File: src/rtl/pipelined_adder_pkg.sv
// Shared definitions for the pipelined add/subtract unit: op encoding,
// chunk-width derivation and parameter legality.
package pipelined_adder_pkg;

    localparam logic OP_ADD = 1'b0;
    localparam logic OP_SUB = 1'b1;

    function automatic int chunk_width(input int width, input int stages);
        return (stages > 0) ? (width / stages) : width;
    endfunction

    function automatic bit params_legal(input int width, input int stages);
        return (stages >= 1) && (stages <= width) && ((width % stages) == 0);
    endfunction

endpackage

File: src/rtl/adder_stage.sv
// One chunk of the pipelined adder: CW-bit add with registered sum chunk,
// carry-out, carry into the chunk MSB, and a valid bit; everything holds on hold.
module adder_stage #(
    parameter int CW = 8
) (
    input  logic          clk,
    input  logic          rst,
    input  logic          hold,
    input  logic          vld_in,
    input  logic [CW-1:0] a,
    input  logic [CW-1:0] b,
    input  logic          cin,
    output logic          vld,
    output logic [CW-1:0] sum,
    output logic          cout,
    output logic          cmsb
);

    logic [CW:0] total;

    always_comb begin
        total = {1'b0, a} + {1'b0, b} + {{CW{1'b0}}, cin};
    end

    always_ff @(posedge clk) begin
        if (rst) begin
            vld <= 1'b0;
        end else if (!hold) begin
            vld <= vld_in;
        end
    end

    // Carry into the chunk MSB is recovered from the MSB sum bit; only the
    // last stage's copy feeds the overflow flag.
    always_ff @(posedge clk) begin
        if (!hold) begin
            sum  <= total[CW-1:0];
            cout <= total[CW];
            cmsb <= a[CW-1] ^ b[CW-1] ^ total[CW-1];
        end
    end

endmodule

File: src/rtl/pipelined_adder.sv
// Pipelined add/subtract unit with valid/ready flow control, carry-out and
// signed overflow. Define PIPELINED_ADDER_SAT_EN to clamp overflowing results.
module pipelined_adder
    import pipelined_adder_pkg::*;
#(
    parameter int WIDTH  = 32,
    parameter int STAGES = 4
) (
    input  logic             clk,
    input  logic             rst,
    input  logic             in_valid,
    output logic             in_ready,
    input  logic [WIDTH-1:0] a,
    input  logic [WIDTH-1:0] b,
    input  logic             cin,
    input  logic             sub,
    output logic             out_valid,
    input  logic             out_ready,
    output logic [WIDTH-1:0] sum,
    output logic             cout,
    output logic             ovf
);

    localparam int CW = chunk_width(WIDTH, STAGES);

    generate
        if (!params_legal(WIDTH, STAGES)) begin : g_bad_params
            $error("pipelined_adder: WIDTH must be divisible by STAGES and 1 <= STAGES <= WIDTH");
        end
    endgenerate

    logic stall;

    // Operand capture register: B already inverted and chunk-0 carry forced for subtract.
    logic             vld_p0;
    logic [WIDTH-1:0] a_p0;
    logic [WIDTH-1:0] b_p0;
    logic             c_p0;

    logic [WIDTH-1:0] src_a    [STAGES];
    logic [WIDTH-1:0] src_b    [STAGES];
    logic [WIDTH-1:0] src_r    [STAGES];
    logic             src_c    [STAGES];
    logic             src_v    [STAGES];
    logic [WIDTH-1:0] a_skew_p [STAGES];
    logic [WIDTH-1:0] b_skew_p [STAGES];
    logic [WIDTH-1:0] res_p    [STAGES];
    logic [WIDTH-1:0] merged   [STAGES];
    logic             stg_vld  [STAGES];
    logic [CW-1:0]    stg_sum  [STAGES];
    logic             stg_cout [STAGES];
    logic             stg_cmsb [STAGES];

    logic [WIDTH-1:0] sum_raw;
    logic [WIDTH-1:0] sum_res;
    logic             ovf_raw;

    assign stall    = out_valid && !out_ready;
    assign in_ready = !stall;

    always_ff @(posedge clk) begin
        if (rst) begin
            vld_p0 <= 1'b0;
        end else if (!stall) begin
            vld_p0 <= in_valid;
        end
    end

    always_ff @(posedge clk) begin
        if (!stall) begin
            a_p0 <= a;
            b_p0 <= (sub == OP_SUB) ? ~b : b;
            c_p0 <= (sub == OP_SUB) ? 1'b1 : cin;
        end
    end

    // Stage k consumes what stage k-1 produced; merged[k] is the result so far
    // with chunk k filled in from the stage register.
    always_comb begin
        src_a[0] = a_p0;
        src_b[0] = b_p0;
        src_c[0] = c_p0;
        src_v[0] = vld_p0;
        src_r[0] = '0;
        for (int k = 0; k < STAGES; k++) begin
            merged[k] = res_p[k];
            merged[k][k*CW +: CW] = stg_sum[k];
        end
        for (int k = 1; k < STAGES; k++) begin
            src_a[k] = a_skew_p[k-1];
            src_b[k] = b_skew_p[k-1];
            src_c[k] = stg_cout[k-1];
            src_v[k] = stg_vld[k-1];
            src_r[k] = merged[k-1];
        end
    end

    always_ff @(posedge clk) begin
        if (!stall) begin
            for (int k = 0; k < STAGES; k++) begin
                a_skew_p[k] <= src_a[k];
                b_skew_p[k] <= src_b[k];
                res_p[k]    <= src_r[k];
            end
        end
    end

    genvar g;
    generate
        for (g = 0; g < STAGES; g++) begin : g_stage
            adder_stage #(
                .CW(CW)
            ) u_stage (
                .clk    (clk),
                .rst    (rst),
                .hold   (stall),
                .vld_in (src_v[g]),
                .a      (src_a[g][g*CW +: CW]),
                .b      (src_b[g][g*CW +: CW]),
                .cin    (src_c[g]),
                .vld    (stg_vld[g]),
                .sum    (stg_sum[g]),
                .cout   (stg_cout[g]),
                .cmsb   (stg_cmsb[g])
            );
        end
    endgenerate

    // Final stage boundary: flags and optional clamp from the last stage registers.
    assign sum_raw = merged[STAGES-1];
    assign ovf_raw = stg_cout[STAGES-1] ^ stg_cmsb[STAGES-1];

`ifdef PIPELINED_ADDER_SAT_EN
    function automatic logic [WIDTH-1:0] saturate(input logic [WIDTH-1:0] raw,
                                                  input logic of, input logic co);
        if (!of) begin
            return raw;
        end
        return co ? {1'b1, {(WIDTH-1){1'b0}}} : {1'b0, {(WIDTH-1){1'b1}}};
    endfunction

    assign sum_res = saturate(sum_raw, ovf_raw, stg_cout[STAGES-1]);
`else
    assign sum_res = sum_raw;
`endif

    // Data registers are not reset, so outputs read zero whenever no result is present.
    assign out_valid = stg_vld[STAGES-1];
    assign sum       = out_valid ? sum_res : '0;
    assign cout      = out_valid && stg_cout[STAGES-1];
    assign ovf       = out_valid && ovf_raw;

endmodule

File: config.mk
export PLATFORM = sky130hd
export DESIGN_NAME = pipelined_adder
export DESIGN_NICKNAME = d
export VERILOG_FILES = /design/src/rtl/pipelined_adder_pkg.sv /design/src/rtl/adder_stage.sv /design/src/rtl/pipelined_adder.sv
export SDC_FILE = /design/constraint.sdc
export NUM_CORES = 1
export LEC_CHECK = 0
export ABC_AREA = 1
export CAP_MARGIN = 10
export CORE_AREA = 3 3 170 172
export DETAILED_ROUTE_END_ITERATION = 10
export DIE_AREA = 0 0 173 175
export HOLD_SLACK_MARGIN = 0.15
export PLACE_DENSITY = 0.59
export REMOVE_ABC_BUFFERS = 1
export SLEW_MARGIN = 20
export SYNTH_ARGS = -nofsm -noshare
export SYNTH_HDL_FRONTEND = slang
export SYNTH_SLANG_ARGS = --single-unit
File: constraint.sdc
create_clock -name clk -period 6.5 [get_ports clk]
set_clock_uncertainty 0.1 [all_clocks]
set_input_delay 0.975 -clock clk [delete_from_list [all_inputs] [get_ports clk]]
set_output_delay 0.975 -clock clk [all_outputs]
set_load 0.05 [all_outputs]
==> results of run 1 <==
report_power, final:
| part | switching [mW] | internal (mW) | total, mW |
|---|---|---|---|
| clock network | 0.571 | 0.993 | 1.56 |
| logic | 0.170 | 0.153 | 0.323 |
| registers | 0.0701 | 2.11 | 2.18 |
cells by family (layout without fill, tap and decap cells):
family                   count (synthesis)  count (layout)  share of synthesized area [%]
AND/OR/NAND/NOR                        187             187                          8.361
AO/OA/AOI/OAI                           17              17                         0.9996
adder cells (fa/ha/maj)                 36              36                          5.297
buffers and inverters                   82             229                          3.570
flip-flops                             251             251                          77.68
XOR/XNOR                                45              45                          4.089
worst max-delay path by stage:
| stage | startpoint | end | slack (ns) |
|---|---|---|---|
| global route | out_ready | in_ready | 2.39 |
| finish | out_ready | in_ready | 2.50 |
| floorplan | g_stage[3].u_stage.vld | in_ready | 1.59 |
| global placement | out_ready | in_ready | 2.48 |
| CTS | out_ready | in_ready | 2.45 |
| detailed placement | out_ready | in_ready | 2.46 |
area by class of cell:
type / instances / area share (%)
clock buffers: 31 / 5.731
clock inverters: 16 / 1.921
inverters: 74 / 2.388
multi-input cells: 285 / 14.99
flip-flops and latches: 251 / 62.14
well taps: 378 / 3.925
repair buffers: 108 / 8.898
sequential cells by signal, summed over array words and instances (netlist names):
register              flops
c_p0                      1
g_stage.u_stage.vld       4
a_p0                     32
res_p                    48
b_p0                     32
a_skew_p                 48
g_stage.u_stage.cmsb      1
g_stage.u_stage.cout      4
b_skew_p                 48
g_stage.u_stage.sum      32
vld_p0                    1
critical path: stages:
cell,delay [ns]
sky130_fd_sc_hd__clkdlybuf4s50_1,0.57
sky130_fd_sc_hd__nor2_8,0.09
sky130_fd_sc_hd__inv_8,0.37
sky130_fd_sc_hd__clkdlybuf4s50_1,0.90
placed cells by master, fill, tap and decap left out:
cell	count
sky130_fd_sc_hd__a211oi_2	1
sky130_fd_sc_hd__a21oi_1	15
sky130_fd_sc_hd__a21oi_2	1
sky130_fd_sc_hd__buf_2	1
sky130_fd_sc_hd__buf_4	2
sky130_fd_sc_hd__buf_6	1
sky130_fd_sc_hd__bufinv_16	6
sky130_fd_sc_hd__clkbuf_1	4
sky130_fd_sc_hd__clkbuf_16	27
sky130_fd_sc_hd__clkdlybuf4s50_1	104
sky130_fd_sc_hd__clkinv_1	5
sky130_fd_sc_hd__clkinv_2	4
sky130_fd_sc_hd__clkinv_4	1
sky130_fd_sc_hd__clkinvlp_4	1
sky130_fd_sc_hd__dfxtp_1	4
sky130_fd_sc_hd__dfxtp_2	1
sky130_fd_sc_hd__edfxtp_1	246
sky130_fd_sc_hd__fa_1	8
sky130_fd_sc_hd__ha_1	28
sky130_fd_sc_hd__inv_1	71
sky130_fd_sc_hd__inv_4	1
sky130_fd_sc_hd__inv_8	1
sky130_fd_sc_hd__nand2_1	135
sky130_fd_sc_hd__nand2_2	4
sky130_fd_sc_hd__nand3_1	16
sky130_fd_sc_hd__nand3_2	1
sky130_fd_sc_hd__nand3b_1	7
sky130_fd_sc_hd__nor2_1	13
sky130_fd_sc_hd__nor2_2	1
sky130_fd_sc_hd__nor2_8	1
sky130_fd_sc_hd__or2_1	8
sky130_fd_sc_hd__or2_2	1
sky130_fd_sc_hd__xnor2_1	10
sky130_fd_sc_hd__xor2_1	35
layer usage:
metal  track usage, %  vias to the layer above  wire, um
met5                0                        -         0
met4            3.108                        0       338
met3            2.521                       29       823
met2            15.20                       93      6444
met1            9.538                     2152      5299
li1                 -                     2376         -
per-stage QoR:
stage | area (sq um) | util [%]
after global routing | 12050 | 43.61
after CTS | 12050 | 43.60
after floorplan | 9574 | -
after detailed placement | 11120 | 40.26
final | 12050 | 43.61
after global placement | 11120 | 40.26
==> results by group, run 1 <==
Synthesis
  – Mean post-synth cell area: 15.60 sq um
  – Most frequent cells after synthesis: 246 x sky130_fd_sc_hd__edfxtp_1, 135 x sky130_fd_sc_hd__nand2_1, 71 x sky130_fd_sc_hd__inv_1
  – Count of flip-flops with a built-in enable after synthesis: 246
  – Count of warnings emitted by yosys: 0
  – Sequential element share of the synthesized area: 77.68%
  – Async S/R FF share, synth: 0%
  – Top cell type's share of synthesized area: between 70% and 80%
  – Area of the mapped netlist: 0.009638 sq mm
  – Flip-flop and latch count after synthesis: 251
  – Post-synth top area cell: sky130_fd_sc_hd__edfxtp_1
  – Post-synthesis cell type count: 26
  – Synthesized instance count: 618
  – Dominant register cell in the synthesized netlist: sky130_fd_sc_hd__edfxtp_1
  – Library cell with the highest instance count after synthesis: sky130_fd_sc_hd__edfxtp_1
  – Dominant cells by area after synthesis: sky130_fd_sc_hd__edfxtp_1 77%, sky130_fd_sc_hd__nand2_1 5.3%, sky130_fd_sc_hd__ha_1 3.6%

CTS
  – Total clock buffers created by CTS: 26
  – Number of levels the H-tree was split into: 1
  – Clock Tree Buf Depth: 3
  – Cell chosen for the clock root: sky130_fd_sc_hd__clkbuf_16
  – Count of buffers added by post-CTS timing repair for setup: 0
  – Number of resized instances in the post-cts repair step: 0
  – Source-to-sink clock delay at the later pin of the worst-skew pair: 0.51 ns
  – Clock-pin slew of the registers on the worst-case setup and hold paths: 0.06 ns
  – Clock sinks: 251
  – Clock tree from TritonCTS: done
  – Hold-fix buffers, CTS: 0

Place
  – Placement Setup Slack: 2.461 ns
  – Number of input and output port buffers inserted: approximately 110
  – DP HPWL: ~8 mm
  – Number of cells after detailed placement: 1096
  – Placer Congestion: 0.7671

STA
  – Setup violations, final: 0
  – Final Hold Fails: 0
  – Post-layout min period: ~4 ns
  – RSZ-0062 raised after global routing: false
  – Setup slack after layout: 2.497 ns
  – Pins Over Slew Limit: 0
  – Slew at the pin closest to its max-slew limit: ~1.0 ns
  – Summed negative setup slack over all endpoints: 0 ns
  – Relative slew slack: 32.69%
  – Maximum clock frequency: 0.2498 GHz
  – Min Hold Slack: about 0.31 ns
  – Fin crit share: 61.58%

Pwr
  – Static power due to leakage: approximately 4.9 nW
  – Total Power: 4.064 mW
  – Power per cell area: between 300 and 400 mW/mm^2
  – Maximum VDD drop: 0.1626 mV

Worst setup path
  – Critical path fanouts, max: between 80 and 90
  – Cell depth of the worst flop-to-flop path: 4
  – Category of the most critical setup path: input pin to primary output
  – Worst setup EP type: primary output
  – Worst EP arrival: 2.93 ns
  – RR Startpoint: g_stage[3].u_stage.vld
  – Worst Path Required: 5.42 ns
  – Reg-to-reg critical path endpoint: res_p[1][3]
  – Nature of the critical path startpoint: input pin
  – Reg-to-reg slack, setup: 3.88 ns

Route
  – Number of vias in the routed layout: 4650
  – Detail-routed via count per cell: slightly above 4
  – Total detailed-routing wirelength: ~13 mm
  – Initial DRC Count: 245
  – Number of optimization iterations in the first detailed-route pass: 4
  – Routed Antenna Nets: 0
  – Number of remaining DRC errors: 0
  – Routed length per instance: approximately 11 um

Status
  – Result of the run: finished clean

Layout
  – Count of antenna diodes in the layout: 0
  – Filler Cell Count: 2526
  – Area of combinational cells with multiple inputs: 0.001807 sq mm
  – Area taken by flip-flops and latches: 0.007488 sq mm
  – Synthesis-to-finish area growth: 25.03%
  – Post-layout nets: 852
  – Final instance count without filler cells: between 1000 and 1500
  – Share of post-route cells with drive strength above 1: under 10%

Die
  – Die outline width: 173 um
  – Die Ht: around 180 um
  – Area of the die: 0.03028 sq mm
  – Initial standard-cell utilization of the core: 34.88%
  – Placement Rows: a little over 60
  – Ports placed on the boundary: about 110
  – Floorplan Core Area: 0.02763 sq mm

Global routing
  – Vias in the first global route: 4606
  – Largest net degree at the start of global routing: 90
  – Global-route usage over all layers: 8.461%
  – Wire length of the first global-routing pass: 21.11 mm
  – Antenna violations before repair: 0
  – Remaining global-route overflow: 0

Worst hold path
  – Min-delay worst type: register to register
  – Worst hold path depth: 0
  – Worst Min Path Start: res_p[1][2]
  – Hold Path Sink: res_p[2][2]

Job
  – Total of max-cap violations: 0
No activity file was read; power rests on OpenSTA's default activity.
==> run 2, diff against run 1 <==
- PLACE_DENSITY: 0.59 -> 0.61
- clock period: 6.5 -> 3.4 ns (I/O delays scaled with it)
==> run 2 against run 1 <==
Compared with the run above:
- die area did not move
- global-route usage rose by 0.29 points
- hold slack got worse by 0.0065 ns
- critical path depth fell by 1
- first-iteration DRC count fell by 26%
- highest routed layer unchanged
- sequential cell count did not move
- combinational power rose by 94%
- design area rose by 0.27%
- sequential power rose by 91%
- sequential share of layout area fell by 0.17 points
- wire length rose by 2.1%
==> results by group, run 2 (synthesized netlist as in run 1, its figures left out) <==
Global routing
  – Largest net degree at the start of global routing: 66
  – Wire length of the first global-routing pass: 21.72 mm
  – Remaining global-route overflow: 0
  – Antenna violations before repair: 0
  – Global-route usage over all layers: 8.752%
  – Vias in the first global route: around 4600

Pwr
  – Maximum VDD drop: around 0.43 mV
  – Static power due to leakage: 4.953 nW
  – Power per cell area: 636.6 mW/mm^2

Worst setup path
  – Nature of the critical path startpoint: register
  – Top delay family on crit path: buffers and inverters
  – Worst Path Required: 2.79 ns
  – Critical path, cell by cell: inv_4, nor2_1, clkdlybuf4s50_1
  – Worst EP arrival: 2.35 ns
  – Critical path fanouts, max: 35
  – Max stage delay cell, worst path: sky130_fd_sc_hd__clkdlybuf4s50_1
  – Crit path largest cell delay: 0.81 ns
  – Category of the most critical setup path: register to primary output
  – Worst setup EP type: primary output
  – Worst path bufs/invs: 2

CTS
  – Source-to-sink clock delay at the later pin of the worst-skew pair: roughly 0.53 ns
  – Number of resized instances in the post-cts repair step: 0
  – Clock tree from TritonCTS: done
  – Number of levels the H-tree was split into: 1
  – Total clock buffers created by CTS: 27
  – Clock sinks: between 200 and 300
  – Hold-fix buffers, CTS: 0
  – Cell chosen for the clock root: sky130_fd_sc_hd__clkbuf_16
  – Clock-pin slew of the registers on the worst-case setup and hold paths: 0.06 ns
  – Clock Tree Buf Depth: 3
  – Count of buffers added by post-CTS timing repair for setup: 0

STA
  – Fin crit share: 87.12%
  – Relative slew slack: between 30% and 40%
  – Slew at the pin closest to its max-slew limit: 1.004 ns
  – Post-layout min period: 2.962 ns
  – Setup violations, final: 0
  – Pins Over Slew Limit: 0
  – Summed negative setup slack over all endpoints: 0 ns
  – Maximum clock frequency: around 0.34 GHz
  – RSZ-0062 raised after global routing: false
  – Min Hold Slack: 0.3062 ns
  – Final Hold Fails: 0

Layout
  – Area taken by flip-flops and latches: 0.007488 sq mm
  – Count of antenna diodes in the layout: 0
  – Share of post-route cells with drive strength above 1: slightly above 8%
  – Filler Cell Count: 2542
  – Commonest non-fill, non-tap cells in the layout: 246 x sky130_fd_sc_hd__edfxtp_1, 135 x sky130_fd_sc_hd__nand2_1, 103 x sky130_fd_sc_hd__clkdlybuf4s50_1, 71 x sky130_fd_sc_hd__inv_1, 35 x sky130_fd_sc_hd__xor2_1
  – Area of combinational cells with multiple inputs: roughly 0.0018 sq mm
  – Biggest regs: a_skew_p: 48 flops, b_skew_p: 48 flops, res_p: 48 flops
  – Synthesis-to-finish area growth: 25.37%
  – Post-layout nets: 856
  – Most common library cell in the layout ignoring fill and taps: sky130_fd_sc_hd__edfxtp_1

Die
  – Area of the die: a little over 0.03 sq mm
  – Die outline width: around 170 um
  – Ports placed on the boundary: between 100 and 150
  – Placement Rows: slightly above 60
  – Die Ht: between 150 and 200 um
  – Floorplan Core Area: 0.02763 sq mm
  – Initial standard-cell utilization of the core: 34.88%

Place
  – Placer Congestion: 0.7666
  – DP HPWL: 8.436 mm
  – Number of input and output port buffers inserted: around 110

Route
  – Routed length per instance: 11.48 um
  – Number of optimization iterations in the first detailed-route pass: 4
  – Number of remaining DRC errors: 0
  – Total detailed-routing wirelength: 13.17 mm
  – Number of vias in the routed layout: between 4000 and 5000
  – Detail-routed via count per cell: ~4.1
  – Routed Antenna Nets: 0
  – Initial DRC Count: 181

Worst hold path
  – Min-delay worst type: register to register

Job
  – Total of max-cap violations: 0

Status
  – Result of the run: finished clean
[run 2: cell types whose count changed in the layout (fill, tap and decap cells not counted)]
cell                              change
sky130_fd_sc_hd__clkbuf_1             -2
sky130_fd_sc_hd__buf_4                +2
sky130_fd_sc_hd__clkinv_1             +1
sky130_fd_sc_hd__buf_6                -1
sky130_fd_sc_hd__clkdlybuf4s50_1      -1
sky130_fd_sc_hd__inv_6                +1
sky130_fd_sc_hd__bufinv_16            -2
sky130_fd_sc_hd__clkinv_8             +1
sky130_fd_sc_hd__clkinv_2             -1
sky130_fd_sc_hd__buf_12               +3
sky130_fd_sc_hd__clkinvlp_4           +3
[run 2: metal layers]
layer	global-route usage, %	vias up	share of wire, %
li1	-	2387	-
met1	9.707	2163	39
met2	15.90	96	51
met3	2.173	34	5.9
met4	3.919	0	3.6
met5	0	-	0
[run 2: path summary, 6_finish.rpt]
check / endpoint / startpoint / cells past startpoint / slack [ns]
hold reg to reg: a_skew_p[0][16] / a_p0[16] / 0 / 0.31
setup / recovery: ovf / g_stage[3].u_stage.vld / 3 / 0.44
hold / removal: a_skew_p[0][16] / a_p0[16] / 0 / 0.31
setup reg to reg: g_stage[2].u_stage.cout / a_skew_p[1][16] / 8 / 1.19
[run 2: power breakdown]
part           switching [mW]  internal (mW)
registers               0.138           4.03
logic                   0.333          0.294
clock network            1.14           1.76
total                    1.61           6.08
[run 2: through the flow]
step / cell area [sq um] / util, % / std cells / worst slack (ns) / total power [mW]
after CTS: 12080 / 43.73 / 1147 / 0.3526 / 7.839
after global placement: 11180 / 40.47 / 1099 / 0.9455 / 4.848
after global routing: 12080 / 43.73 / 1147 / 0.2343 / 8.087
final: 12080 / 43.73 / 1147 / 0.4380 / 7.692
after floorplan: 9574 / - / 610 / -1.045 / 4.615
after detailed placement: 11180 / 40.47 / 1099 / 0.9280 / 4.873
[run 2: final cells by class]
type	count	area share (%)
clock buffers	29	5.654
clock inverters	19	1.802
inverters	74	2.382
multi-input cells	285	14.95
flip-flops and latches	251	61.98
well taps	378	3.914
repair buffers	111	9.320
